$ cat config.mk
export PLATFORM = sky130hd
export DESIGN_NAME = gate_bist_ctrl_flat
export DESIGN_NICKNAME = d
export VERILOG_FILES = /design/src/rtl/gate_bist_ctrl_if.sv /design/src/rtl/gate_bist_ctrl.sv /design/src/flat_wrapper.sv
export SDC_FILE = /design/constraint.sdc
export NUM_CORES = 1
export LEC_CHECK = 0
export CAP_MARGIN = 20
export CORE_MARGIN = 2
export CORE_UTILIZATION = 50
export DETAILED_ROUTE_END_ITERATION = 10
export HOLD_SLACK_MARGIN = 0.1
export PLACE_DENSITY_LB_ADDON = 0.25
export SLEW_MARGIN = 20
export SYNTH_ARGS = -nofsm -noshare
export SYNTH_HDL_FRONTEND = slang
export SYNTH_SLANG_ARGS = --single-unit
$ cat constraint.sdc
create_clock -name clk -period 4.3 [get_ports clk]
set_input_delay 1.29 -clock clk [delete_from_list [all_inputs] [get_ports clk]]
set_output_delay 1.29 -clock clk [all_outputs]
set_load 0.02 [all_outputs]
$ cat src/rtl/gate_bist_ctrl_if.sv
// Bus between the gate-unit BIST sequencer and its surroundings: run control,
// the stimulus/response wires to the gate unit, and the result reporting.
// The sequencer takes the slave side; the system/test harness takes the master side.
interface gate_bist_ctrl_if #(
    parameter int CNT_W = 4
);
    logic             start;      // run request, sampled only while idle
    logic             abort;      // cancel the current run
    logic             dut_a;      // gate unit input a
    logic             dut_b;      // gate unit input b
    logic [2:0]       dut_y;      // {y3,y2,y1} = {XOR, OR, NAND} from gate unit
    logic             busy;       // run in progress
    logic             done;       // one-cycle pulse at normal completion
    logic             pass;       // last completed run had zero mismatches
    logic [CNT_W-1:0] err_count;  // mismatching vectors, saturating
    logic [1:0]       fail_vec;   // {a,b} of first mismatching vector
    logic [2:0]       fail_bits;  // expected ^ observed at first mismatch

    modport master (
        output start, abort, dut_y,
        input  dut_a, dut_b, busy, done, pass, err_count, fail_vec, fail_bits
    );

    modport slave (
        input  start, abort, dut_y,
        output dut_a, dut_b, busy, done, pass, err_count, fail_vec, fail_bits
    );
endinterface

$ cat src/rtl/gate_bist_ctrl.sv
// Built-in self-test sequencer for the 2-input gate unit (y1=NAND, y2=OR, y3=XOR).
// Sweeps {a,b} through 0..3 for PASSES sweeps, holding each vector SETTLE_CYCLES
// cycles before a one-cycle sample, and records the mismatch count (saturating)
// plus the vector and failing output bits of the first mismatch of the run.
// All outputs come straight from flops; dut_y is only looked at in SAMPLE.
module gate_bist_ctrl #(
    parameter int SETTLE_CYCLES = 1,
    parameter int PASSES        = 1,
    parameter int CNT_W         = 4
) (
    input  logic            clk,
    input  logic            rst_n,
    gate_bist_ctrl_if.slave bif
);

    // Counter widths never drop below one bit so single-cycle / single-pass
    // configurations still elaborate cleanly.
    localparam int SET_W  = (SETTLE_CYCLES > 1) ? $clog2(SETTLE_CYCLES) : 1;
    localparam int PASS_W = (PASSES > 1) ? $clog2(PASSES) : 1;

    localparam logic [SET_W-1:0]  SET_LAST  = SET_W'(SETTLE_CYCLES - 1);
    localparam logic [PASS_W-1:0] PASS_LAST = PASS_W'(PASSES - 1);
    localparam logic [CNT_W-1:0]  CNT_MAX   = '1;

    typedef enum logic [1:0] {
        S_IDLE   = 2'd0,
        S_APPLY  = 2'd1,
        S_SAMPLE = 2'd2,
        S_DONE   = 2'd3
    } state_t;

    state_t              state_q,     state_d;
    logic [1:0]          vec_q,       vec_d;
    logic [SET_W-1:0]    settle_q,    settle_d;
    logic [PASS_W-1:0]   pass_cnt_q,  pass_cnt_d;

    logic                busy_q,      busy_d;
    logic                done_q,      done_d;
    logic                pass_q,      pass_d;
    logic                dut_a_q,     dut_a_d;
    logic                dut_b_q,     dut_b_d;
    logic [CNT_W-1:0]    err_q,       err_d;
    logic [1:0]          fail_vec_q,  fail_vec_d;
    logic [2:0]          fail_bits_q, fail_bits_d;

    logic [2:0]          expected;
    logic                mismatch;

    // Truth table of a healthy gate unit for input vector {a,b}: {XOR, OR, NAND}.
    function automatic logic [2:0] gate_expect(input logic [1:0] v);
        logic a;
        logic b;
        a = v[1];
        b = v[0];
        return {a ^ b, a | b, ~(a & b)};
    endfunction

    // Error counter increment that sticks at all-ones instead of wrapping.
    function automatic logic [CNT_W-1:0] sat_inc(input logic [CNT_W-1:0] v);
        return (v == CNT_MAX) ? v : v + CNT_W'(1);
    endfunction

    // Next-state, sweep counters, result bookkeeping and registered-output targets.
    always_comb begin
        state_d     = state_q;
        vec_d       = vec_q;
        settle_d    = settle_q;
        pass_cnt_d  = pass_cnt_q;
        err_d       = err_q;
        fail_vec_d  = fail_vec_q;
        fail_bits_d = fail_bits_q;
        pass_d      = pass_q;
        expected    = gate_expect(vec_q);
        mismatch    = 1'b0;

        case (state_q)
            S_IDLE: begin
                // Abort beats start when both arrive together in IDLE.
                if (bif.start && !bif.abort) begin
                    state_d     = S_APPLY;
                    vec_d       = 2'd0;
                    settle_d    = '0;
                    pass_cnt_d  = '0;
                    err_d       = '0;
                    fail_vec_d  = 2'd0;
                    fail_bits_d = 3'd0;
                    pass_d      = 1'b0;
                end
            end

            S_APPLY: begin
                if (settle_q == SET_LAST) begin
                    state_d  = S_SAMPLE;
                    settle_d = '0;
                end else begin
                    settle_d = settle_q + SET_W'(1);
                end
            end

            S_SAMPLE: begin
                mismatch = (bif.dut_y != expected);
                if (mismatch) begin
                    err_d = sat_inc(err_q);
                    // A saturating count never returns to zero inside a run, so a
                    // zero count means this is the first mismatch.
                    if (err_q == '0) begin
                        fail_vec_d  = vec_q;
                        fail_bits_d = expected ^ bif.dut_y;
                    end
                end
                if ((vec_q == 2'd3) && (pass_cnt_q == PASS_LAST)) begin
                    state_d = S_DONE;
                    pass_d  = (err_d == '0);
                end else begin
                    state_d = S_APPLY;
                    vec_d   = vec_q + 2'd1;
                    if (vec_q == 2'd3) begin
                        pass_cnt_d = pass_cnt_q + PASS_W'(1);
                    end
                end
            end

            S_DONE: begin
                state_d = S_IDLE;
            end

            default: begin
                state_d = S_IDLE;
            end
        endcase

        // Abort outranks everything outside IDLE; partial error info is kept,
        // the sample taken this cycle is discarded and no done pulse follows.
        if (bif.abort && (state_q != S_IDLE)) begin
            state_d     = S_IDLE;
            vec_d       = 2'd0;
            settle_d    = '0;
            pass_cnt_d  = '0;
            err_d       = err_q;
            fail_vec_d  = fail_vec_q;
            fail_bits_d = fail_bits_q;
            pass_d      = 1'b0;
        end

        busy_d  = (state_d == S_APPLY) || (state_d == S_SAMPLE);
        done_d  = (state_d == S_DONE);
        dut_a_d = busy_d & vec_d[1];
        dut_b_d = busy_d & vec_d[0];
    end

    // FSM state and sweep position (vector, settle count, pass count).
    always_ff @(posedge clk or negedge rst_n) begin
        if (!rst_n) begin
            state_q    <= S_IDLE;
            vec_q      <= 2'd0;
            settle_q   <= '0;
            pass_cnt_q <= '0;
        end else begin
            state_q    <= state_d;
            vec_q      <= vec_d;
            settle_q   <= settle_d;
            pass_cnt_q <= pass_cnt_d;
        end
    end

    // Registered outputs: stimulus, status flags and run results.
    always_ff @(posedge clk or negedge rst_n) begin
        if (!rst_n) begin
            busy_q      <= 1'b0;
            done_q      <= 1'b0;
            pass_q      <= 1'b0;
            dut_a_q     <= 1'b0;
            dut_b_q     <= 1'b0;
            err_q       <= '0;
            fail_vec_q  <= 2'd0;
            fail_bits_q <= 3'd0;
        end else begin
            busy_q      <= busy_d;
            done_q      <= done_d;
            pass_q      <= pass_d;
            dut_a_q     <= dut_a_d;
            dut_b_q     <= dut_b_d;
            err_q       <= err_d;
            fail_vec_q  <= fail_vec_d;
            fail_bits_q <= fail_bits_d;
        end
    end

    assign bif.busy      = busy_q;
    assign bif.done      = done_q;
    assign bif.pass      = pass_q;
    assign bif.dut_a     = dut_a_q;
    assign bif.dut_b     = dut_b_q;
    assign bif.err_count = err_q;
    assign bif.fail_vec  = fail_vec_q;
    assign bif.fail_bits = fail_bits_q;

endmodule

$ cat src/flat_wrapper.sv
// flat-port wrapper written by rule: the top's interface ports become plain ports
module gate_bist_ctrl_flat 
#(
    parameter int SETTLE_CYCLES = 1,
    parameter int PASSES        = 1,
    parameter int CNT_W         = 4
)
  (clk, rst_n, bif_start, bif_abort, bif_dut_y, bif_dut_a, bif_dut_b, bif_busy, bif_done, bif_pass, bif_err_count, bif_fail_vec, bif_fail_bits);
  gate_bist_ctrl_if #(.CNT_W(CNT_W)) bif_i ();
  input  logic clk;
  input  logic rst_n;
  input wire logic [$bits(bif_i.start)-1:0] bif_start;
  input wire logic [$bits(bif_i.abort)-1:0] bif_abort;
  input wire logic [$bits(bif_i.dut_y)-1:0] bif_dut_y;
  output wire logic [$bits(bif_i.dut_a)-1:0] bif_dut_a;
  output wire logic [$bits(bif_i.dut_b)-1:0] bif_dut_b;
  output wire logic [$bits(bif_i.busy)-1:0] bif_busy;
  output wire logic [$bits(bif_i.done)-1:0] bif_done;
  output wire logic [$bits(bif_i.pass)-1:0] bif_pass;
  output wire logic [$bits(bif_i.err_count)-1:0] bif_err_count;
  output wire logic [$bits(bif_i.fail_vec)-1:0] bif_fail_vec;
  output wire logic [$bits(bif_i.fail_bits)-1:0] bif_fail_bits;
  assign bif_i.start = bif_start;
  assign bif_i.abort = bif_abort;
  assign bif_i.dut_y = bif_dut_y;
  assign bif_dut_a = bif_i.dut_a;
  assign bif_dut_b = bif_i.dut_b;
  assign bif_busy = bif_i.busy;
  assign bif_done = bif_i.done;
  assign bif_pass = bif_i.pass;
  assign bif_err_count = bif_i.err_count;
  assign bif_fail_vec = bif_i.fail_vec;
  assign bif_fail_bits = bif_i.fail_bits;
  gate_bist_ctrl #(.SETTLE_CYCLES(SETTLE_CYCLES), .PASSES(PASSES), .CNT_W(CNT_W)) u_core (.clk(clk), .rst_n(rst_n), .bif(bif_i));
endmodule
Word level (Yosys, flattened, before mapping)
Cells that the tools add are included.

Bits in registers: 20. Bits in latches: 0. Memory bits (writable): 0. Bits in read-only memories: 0. Logic and storage cells: 91. Memories: 0.

Add/subtract/negate cells: 4. Multipliers: 0. Div/mod/pow operators: 0. Order comparisons: 0. Equality and inequality tests: 16. Shift operators: 0. Mux-type cells: 33. Bitwise gates (word level): 9. Reduce and logical (&&, ||, !) cells: 17.

Operators by type and width (count): $mux W2 (10); $mux W4 (4); $eq A2 B2 Y1 const B (5); $mux W3 (3); $ne A3 B1 Y1 const B (3); $logic_not A4 Y1 (2); $mux W1 (8); $pmux W2 S2 (2); $pmux W2 S4 (1); $pmux W4 S2 (1); $ne A2 B1 Y1 const B (3); $pmux W1 S2 (3); $pmux W3 S2 (1); $reduce_and A3 Y1 (2); $reduce_bool A3 Y1 (2); $reduce_and A5 Y1 (1); $add A4 B1 Y4 const B (1); $eq A2 B1 Y1 const B (2); $eq A4 B4 Y1 const B (1); $reduce_and A4 Y1 (1); $reduce_bool A2 Y1 (2); $and A1 B1 Y1 (3); $logic_and A1 B1 Y1 (3); $ne A3 B3 Y1 (1); other kinds (11) (14).

Depth between registers and ports, before layout
Gate-level depths: netlist of run 1.

Word-level depth: 9. Gate-level depth with buffers: 8. Gate-level depth less buffers: 8.

Worst setup path after synthesis of run 1
No wires, ideal clock.

Kind: input to register. Start point: input bif_dut_y[0]. End point: register u_core.pass_q, in the netlist u_core.bif.pass. Library setup time: 0.122 ns. Arrival time: 2.296 ns. Required time: 4.178 ns. Path slack: 1.882 ns. Cell stages on the path: 4. Path through: xor2_1 > a31oi_1 > mux2_1 > a32o_1.

Longest elaborated chain between the ends: 7.

Ends and longest elaborated chain: from (decl) (line flat_wrapper.sv:14) `input wire logic [$bits(bif_i.dut_y)-1:0] bif_dut_y;`; $ne A3 B3 Y1 (line gate_bist_ctrl.sv:101) `mismatch = (bif.dut_y != expected);`; $mux W4 (line gate_bist_ctrl.sv:102) `if (mismatch) begin`; $mux W4 (line gate_bist_ctrl.sv:76) `case (state_q)`; $logic_not A4 Y1 (line gate_bist_ctrl.sv:113) `pass_d = (err_d == '0);`; $mux W1 (line gate_bist_ctrl.sv:111) `if ((vec_q == 2'd3) && (pass_cnt_q == PASS_LAST)) begin`; $pmux W1 S2 (line gate_bist_ctrl.sv:76); $mux W1 (line gate_bist_ctrl.sv:134) `if (bif.abort && (state_q != S_IDLE)) begin`; to (signal assigned) (line gate_bist_ctrl.sv:180) `pass_q <= pass_d;`; to (decl) (line gate_bist_ctrl.sv:39) `logic pass_q, pass_d;`.

Every way passes these cells. The select of a mux whose other input is x is not followed. A chain may end at the register's enable or synchronous reset.

Final worst setup path of run 1
Ends and elaborated chain as after synthesis.

==> results of run 1 <==
## kinds of logic (layout without fill, tap and decap cells)
kind of cell,after synthesis,in the layout,synth area share [%]
XOR/XNOR,6,6,4.88
adder cells (fa/ha/maj),5,5,5.81
AND/OR/NAND/NOR,24,24,14.4
multiplexers,4,4,3.95
AO/OA/AOI/OAI,32,32,22.6
buffers and inverters,11,32,4.19
flip-flops,19,19,44.2
## per-stage QoR
stage          worst slack (ns)  util, %  cells  hold WS, ns
2_1_floorplan              1.88        -    101        0.449
3_3_place_gp               1.28     64.7    145        0.463
3_5_place_dp               1.25     64.7    145        0.468
4_1_cts                    1.56     66.0    149        0.494
5_1_grt                    1.49     66.0    149        0.516
6_report                   1.53     66.0    149        0.489
## critical path: stages
cell and delay [ns]:
clkdlybuf4s50_1 0.46, xor2_1 0.20, a31oi_1 0.38, mux2_1 0.38, a32o_1 0.26
## flip-flops by register name, indices dropped and copies added, names as in the netlist, 2 cells and up
| register | count |
|---|---|
| u_core.bif.err_count | 4 |
| u_core.vec_q | 2 |
| u_core.state_q | 2 |
| u_core.bif.fail_vec | 2 |
| u_core.bif.fail_bits | 3 |
## layout by cell type (no fill, tap or decap), types with 3 or more instances in the layout
master / count
clkbuf_4: 3
xnor2_1: 3
clkdlybuf4s50_1: 20
ha_1: 5
o21ai_0: 4
a211oi_1: 3
nor2_1: 6
a21oi_1: 4
xor2_1: 3
nor3_1: 4
dfrtp_1: 19
inv_1: 7
a22o_1: 5
## power by group through the flow
stage	Clock [mW]	Combinational [mW]	Sequential [mW]
global route	0.0983	0.132	0.207
detailed placement	0	0.120	0.208
finish	0.0900	0.120	0.205
global placement	0	0.117	0.207
CTS	0.0952	0.121	0.204
floorplan	0	0.0705	0.214
## routing by layer
layer  wire length [um]  global-route usage [%]  vias to the layer above
met2               1020                    30.3                       18
met4                 15                    8.11                        0
met5                  0                       0                        -
li1                   -                       -                      414
met1               1110                    24.8                      409
met3                 71                    2.68                        2
## area by class of cell
type / instances / area (um2)
fill: 160 / 681
multi-input combinational: 71 / 556
sequential: 19 / 475
timing repair buffer: 20 / 200
tap: 27 / 33.8
inverter: 8 / 30.0
clock buffer: 4 / 26.3
## worst paths after layout
kind,to,slack [ns],cells after the start
worst max register to register,u_core.bif.pass$_DFFE_PN0P_,2.13,6
min in group asynchronous,u_core.bif.err_count[1]$_DFFE_PN0P_,1.48,1
worst min-delay path,u_core.pass_cnt_q$_DFFE_PN0P_,0.49,1
worst max-delay path,u_core.bif.pass$_DFFE_PN0P_,1.53,5
max in group asynchronous,u_core.bif.dut_b$_DFF_PN0_,2.29,1
worst min register to register,u_core.pass_cnt_q$_DFFE_PN0P_,0.49,1
==> results.toml, run 1 <==
[flow_run]
cap_viol_max_count = 0

[clock_tree]
numCtsBuffers = 3
clock_path_buffers = 2
clk_pin_slew_ns = 0.11
cts_setup_buffers = 0
clock_latency_ns = 0.29
post_cts_resized = 0
hold_buffers = 0
cts_tree = "built"
root_buffer = "clkbuf_4"
cts_sinks = 19
htreeDepth = 1

[sta]
setup_tns_ns = 0
fmax_mhz = 361
slew_viol_final = 0
clock_skew_ns = 0.00420
finalCriticalPeriod_ns = 2.77
setup_violations = 0
final-hold-violation-count = 0
max_slew.worst_pin.slew_ns = 0.863
fin_crit_sh_pct = 64.5
rsz0062_at_grt = "false"
worst_slew_margin_rel_pct = 42.3

[hold_path]
hp-class = "flop to flop"
hold_start = "u_core.pass_cnt_q$_DFFE_PN0P_"

[synth]
synth_most_common_cell = "dfrtp_1"
ys_warn_count = 0
syn-num-nets = 113
synth.area.top_cells = "dfrtp_1 44%, ha_1 5.8%, a22o_1 4.1%"
synthCells = 101
netlist.area_leader.share_pct = 44.2
yosys.cell_types.count = 41
yosysTopAreaCell = "dfrtp_1"
ys_async_sr_fraction_pct = 100
ys_ff_latch = 19
synth_flop_cell = "dfrtp_1"
synth_area_um2 = 1080
synth_edf_count = 0
yosys-top-cells-count = "19 x dfrtp_1, 7 x inv_1, 6 x nor2_1"
syn-mean-instance-area_um2 = 10.7
yosysSeqAreaShare_pct = 44.2

[routing]
via_per_inst = 5.66
via_count = 843
drc_errors = 0
postRouteAntennaNets = 0
dr.pass1.iters = 4
drt_iter0_drc = 15
wl_per_cell_um = 14.9
routed_wl_um = 2220

[power_and_ir_drop]
p_sw_share_pct = 32.4
p_leak_nw = 0.569
p_switching_uw = 134
p_comb_share_pct = 29.0
clockPowerShare_pct = 21.7
pwr-share-seq_pct = 49.3
intPower_uw = 280
p_total_uw = 415
p_per_area_nw_per_um2 = 314
irDropWorstVdd_v = 0.000201

[setup_path]
critPathCaptureType = "flop"
crit_type = "primary input to flop"
worstReg2RegStart = "u_core.vec_q[0]$_DFF_PN0_"
path_max_fanout = 4
startpoint_type = "primary input"
critical_path_required_ns = 4.49
crit_start = "bif_dut_y[0]"
arrival_ns = 2.97

[die]
pin_count = 21
start_util_pct = 53.8
core_area_um2 = 2000
num_rows = 16
chipHeight_um = 50.4
chipWidth_um = 50.4
dieArea_um2 = 2540

[global_routing]
grt-ovfl-total = 0
track_usage_pct = 18.6
grt_pass1_wl_um = 3590
grt_pass1_vias = 812
grt_max_degree = 20
antenna_found_initial = 0

[final_layout]
finalNetCount = 135
layout-drive-gt1-share_pct = 10.7
syn2layout_area_growth_pct = 22.8
antenna_cells = 0
fin_area_um2 = 1320

[place]
hpwlAfterDp_um = 1610
io_buffers = 20
place.gp.congestion = 0.920
place_area_um2 = 1290

[run_status]
status = "complete, no violations"
Note: power is estimated with default switching activity, not from simulation.
==> run 2: changes to the inputs <==
--- a/config.mk
+++ b/config.mk
@@ -7,7 +7,7 @@
 export LEC_CHECK = 0
 export CAP_MARGIN = 20
 export CORE_MARGIN = 2
-export CORE_UTILIZATION = 50
+export CORE_UTILIZATION = 45
 export DETAILED_ROUTE_END_ITERATION = 10
 export HOLD_SLACK_MARGIN = 0.1
 export PLACE_DENSITY_LB_ADDON = 0.25
==> constraint.sdc (replaced) <==
create_clock -name clk -period 2.5 [get_ports clk]
set_input_delay 0.75 -clock clk [delete_from_list [all_inputs] [get_ports clk]]
set_output_delay 0.75 -clock clk [all_outputs]
set_load 0.02 [all_outputs]
==> run 2 against run 1 <==
  * Clock-buffer cell count shrank 1
  * Non-clock buffer count increased by 4
  * Via count is 2.7% higher
  * Combinational power up 79%
  * Die area increased by 10%
  * Critical path type is now flop to output port
==> results.toml, run 2 (synthesized netlist as in run 1, its figures left out) <==
[setup_path]
r2r_end = "u_core.bif.pass$_DFFE_PN0P_"
critPathCaptureType = "output port"
critPathBufInv = 1
arrival_ns = 1.43
r2r_cells = 6
cp_slowest_stage_delay_ns = 0.64
crit_start = "u_core.bif.err_count[2]$_DFFE_PN0P_"
startpoint_type = "flop"
path_depth = 1
critPathSlowestCell = "clkdlybuf4s50_1"
cp-endpoint = "bif_err_count[2]"
cp_cell_sequence = "clkdlybuf4s50_1"
path_max_fanout = 8
crit_type = "flop to output port"
path_delay_family = "buffers and inverters"
critical_path_required_ns = 1.75
worstReg2RegStart = "u_core.vec_q[0]$_DFF_PN0_"
rrSetupSlack_ns = 0.52

[global_routing]
grt_pass1_vias = 855
grt_pass1_wl_um = 3960
grt-ovfl-total = 0
antenna_found_initial = 0
track_usage_pct = 20.1
grt_max_degree = 20

[power_and_ir_drop]
p_per_area_nw_per_um2 = 541
p_total_uw = 733
p_leak_nw = 0.591
irDropWorstVdd_v = 0.000410

[die]
core_area_um2 = 2230
dieArea_um2 = 2800
chipWidth_um = 52.9
pin_count = 21
start_util_pct = 48.2
chipHeight_um = 52.9
num_rows = 17

[sta]
worst_slew_margin_rel_pct = 68.7
fmax_mhz = 458
clock_skew_ns = 0.0133
fin_crit_sh_pct = 87.3
max_slew.worst_pin.slew_ns = 0.466
rsz0062_at_grt = "false"
final-hold-violation-count = 0
fin_ws_ns = 0.318
setup_violations = 0
slew_viol_final = 0
setup_tns_ns = 0
finalCriticalPeriod_ns = 2.18

[hold_path]
hp-class = "flop to flop"

[clock_tree]
clk_pin_slew_ns = 0.13
post_cts_resized = 0
numCtsBuffers = 3
clock_latency_ns = 0.31
root_buffer = "clkbuf_4"
hold_buffers = 0
cts_sinks = 19
cts_setup_buffers = 0
clock_path_buffers = 2
htreeDepth = 1
cts_tree = "built"

[final_layout]
final_common_cell = "clkdlybuf4s50_1"
multiInputGateArea_um2 = 556
num-fill-cells = 206
mostFrequentLayoutCells = "20 x clkdlybuf4s50_1, 19 x dfrtp_1, 7 x inv_1"
largest_reg_flops = 4
syn2layout_area_growth_pct = 25.8
regArea_um2 = 475
finalNetCount = 139
fin_util_pct = 60.6
fin_area_um2 = 1350
layout-drive-gt1-share_pct = 14.3
antenna_cells = 0

[routing]
top_layer_used = "met4"
drt_iter0_drc = 12
via_count = 866
wl_per_cell_um = 15.1
via_per_inst = 5.62
wl_met3_um = 71
dr.pass1.iters = 4
routed-wl-met2_um = 1080
drc_errors = 0
postRouteAntennaNets = 0
wl_met1_um = 1120
routed_wl_um = 2330

[place]
place_ws_ns = 0.102
io_buffers = 20
hpwlAfterDp_um = 1730
place.gp.congestion = 0.863
place_area_um2 = 1330

[run_status]
status = "complete, no violations"

[flow_run]
cap_viol_max_count = 0
run 2: changes by cell type in the layout (fill, tap and decap cells not counted):
cell,delta
buf_4,+4
clkbuf_1,-1
clkinv_2,+1
run 2: how the worst min path moves through the flow:
stage | start | endpoint | slack [ns] | cells past startpoint
finish | u_core.pass_cnt_q$_DFFE_PN0P_ | u_core.pass_cnt_q$_DFFE_PN0P_ | 0.50 | 1
floorplan | rst_n | u_core.bif.busy$_DFF_PN0_ | 0.45 | 0
global route | u_core.pass_cnt_q$_DFFE_PN0P_ | u_core.pass_cnt_q$_DFFE_PN0P_ | 0.51 | 1
detailed placement | u_core.pass_cnt_q$_DFFE_PN0P_ | u_core.pass_cnt_q$_DFFE_PN0P_ | 0.47 | 1
global placement | u_core.pass_cnt_q$_DFFE_PN0P_ | u_core.pass_cnt_q$_DFFE_PN0P_ | 0.46 | 1
CTS | u_core.pass_cnt_q$_DFFE_PN0P_ | u_core.pass_cnt_q$_DFFE_PN0P_ | 0.49 | 1
run 2: power by group:
| group | total, mW | switching, mW | internal [mW] |
|---|---|---|---|
| Combinational | 0.215 | 0.116 | 0.0986 |
| Sequential | 0.351 | 0.0230 | 0.328 |
| Clock | 0.166 | 0.106 | 0.0598 |
run 2: area by class of cell:
class,count,share of cell area [%]
flip-flops and latches,19,35.1
inverters,8,2.22
multi-input cells,71,41.0
well taps,28,2.59
clock inverters,1,0.370
repair buffers,24,17.0
clock buffers,3,1.66
run 2: metal layers:
layer	track usage, %	vias to the layer above
met5	0	-
met3	3.39	4
met1	26.4	422
met4	10.3	0
met2	31.7	14
li1	-	426
run 2: metrics by stage:
| step | hold slack, ns | instances |
|---|---|---|
| floorplan | 0.449 | 101 |
| global placement | 0.463 | 150 |
| detailed placement | 0.466 | 150 |
| CTS | 0.494 | 154 |
| global route | 0.508 | 154 |
| finish | 0.496 | 154 |
==> run 3: changes to the inputs <==
--- a/config.mk
+++ b/config.mk
@@ -7,7 +7,8 @@
 export LEC_CHECK = 0
 export CAP_MARGIN = 20
 export CORE_MARGIN = 2
-export CORE_UTILIZATION = 45
+export CORE_UTILIZATION = 48
+export CTS_BUF_LIST = sky130_fd_sc_hd__clkbuf_4 sky130_fd_sc_hd__clkbuf_8
 export DETAILED_ROUTE_END_ITERATION = 10
 export HOLD_SLACK_MARGIN = 0.1
 export PLACE_DENSITY_LB_ADDON = 0.25
@@ -15,3 +16,4 @@
 export SYNTH_ARGS = -nofsm -noshare
 export SYNTH_HDL_FRONTEND = slang
 export SYNTH_SLANG_ARGS = --single-unit
+export TNS_END_PERCENT = 50
==> run 3 against run 2 <==
  * Sequential share of layout area is 0.065 points lower
  * Via count is 0.23% higher
  * Die area is 5.8% lower
  * Final cell count stayed put
  * Sequential cell count stayed put
  * Global-route usage is 0.56 points lower
  * Critical path type unchanged
  * Highest routed layer unchanged
==> results.toml, run 3 (synthesized netlist as in run 1, its figures left out) <==
[place]
place_area_um2 = 1330
hpwlAfterDp_um = 1670
io_buffers = 20
place_ws_ns = 0.118
place.gp.congestion = 0.884

[power_and_ir_drop]
irDropWorstVdd_v = 0.000421
p_leak_nw = 0.592
p_per_area_nw_per_um2 = 540
p_total_uw = 732

[die]
core_area_um2 = 2170
chipWidth_um = 51.3
chipHeight_um = 51.3
pin_count = 21
num_rows = 17
start_util_pct = 49.6
dieArea_um2 = 2640

[routing]
drc_errors = 0
routed_wl_um = 2190
wl_per_cell_um = 14.2
drt_iter0_drc = 16
via_per_inst = 5.64
via_count = 868
dr.pass1.iters = 4
postRouteAntennaNets = 0

[clock_tree]
clk_pin_slew_ns = 0.10
clock_path_buffers = 2
post_cts_resized = 0
clock_latency_ns = 0.29
numCtsBuffers = 3
cts_tree = "built"
cts_sinks = 19
root_buffer = "clkbuf_4"
htreeDepth = 1
hold_buffers = 0
cts_setup_buffers = 0

[setup_path]
startpoint_type = "flop"
crit_type = "flop to output port"
cp_slowest_stage_delay_ns = 0.64
path_delay_family = "buffers and inverters"
critPathCaptureType = "output port"
critPathBufInv = 1
arrival_ns = 1.39
path_max_fanout = 8
critPathSlowestCell = "clkdlybuf4s50_1"
rrSetupSlack_ns = 0.49
critical_path_required_ns = 1.75
cp_cell_sequence = "clkdlybuf4s50_1"

[global_routing]
grt_use_met2_pct = 31.2
grt.busiest_layer = "met2"
grt_max_degree = 20
antenna_found_initial = 0
met3_usage_pct = 3.51
grt_pass1_vias = 810
grtUsageMet1_pct = 26.3
track_usage_pct = 19.5
grt-ovfl-total = 0
grt_pass1_wl_um = 3750

[sta]
rsz0062_at_grt = "false"
final-hold-violation-count = 0
clock_skew_ns = 0.00126
finalCriticalPeriod_ns = 2.14
max_slew.worst_pin.slew_ns = 0.430
slew_viol_final = 0
setup_violations = 0
fin_crit_sh_pct = 85.6
fmax_mhz = 467
worst_slew_margin_rel_pct = 71.4
fin_ws_ns = 0.359
hold_slack_ns = 0.494
setup_tns_ns = 0

[final_layout]
antenna_cells = 0
largest_reg_flops = 4
num-fill-cells = 195
finalNetCount = 139
layout-drive-gt1-share_pct = 14.3
fin_area_um2 = 1360
final_common_cell = "clkdlybuf4s50_1"
mostFrequentLayoutCells = "20 x clkdlybuf4s50_1, 19 x dfrtp_1, 7 x inv_1"
syn2layout_area_growth_pct = 26.0

[hold_path]
hp-class = "flop to flop"

[run_status]
status = "complete, no violations"

[flow_run]
cap_viol_max_count = 0
run 3: final cells by class:
class	instances	area (um2)	area share [%]
multi-input cells	71	556	41.0
repair buffers	24	230	17.0
clock buffers	4	30.0	2.21
well taps	28	35.0	2.58
inverters	8	30.0	2.21
flip-flops and latches	19	475	35.1
run 3: per-stage QoR:
step	util [%]	cells
final	62.5	154
after global routing	62.5	154
after CTS	62.5	154
after detailed placement	61.1	150
after global placement	61.1	150
after floorplan	-	101
run 3: routing by layer:
| metal | wire length [um] | vias up |
|---|---|---|
| met5 | 0 | - |
| met3 | 93 | 4 |
| met1 | 943 | 418 |
| li1 | - | 422 |
| met2 | 1130 | 24 |
| met4 | 29 | 0 |
run 3: path summary, 6_finish.rpt:
kind                                                           from  depth (start not counted)                                   to
worst max-delay path            u_core.bif.err_count[2]$_DFFE_PN0P_                          1                     bif_err_count[2]
worst min register to register        u_core.pass_cnt_q$_DFFE_PN0P_                          1        u_core.pass_cnt_q$_DFFE_PN0P_
min in group asynchronous                                     rst_n                          2  u_core.bif.err_count[3]$_DFFE_PN0P_
worst min-delay path                  u_core.pass_cnt_q$_DFFE_PN0P_                          1        u_core.pass_cnt_q$_DFFE_PN0P_
max in group asynchronous                                     rst_n                          2   u_core.bif.fail_vec[0]$_DFFE_PN0P_
worst max register to register            u_core.vec_q[0]$_DFF_PN0_                          6          u_core.bif.pass$_DFFE_PN0P_
run 3: power by group:
part,internal [mW],switching (mW),leakage (nW)
sequential,0.328,0.0228,0.259
combinational,0.0979,0.118,0.315
clock,0.0730,0.0929,0.0184
total,0.499,0.233,0.592
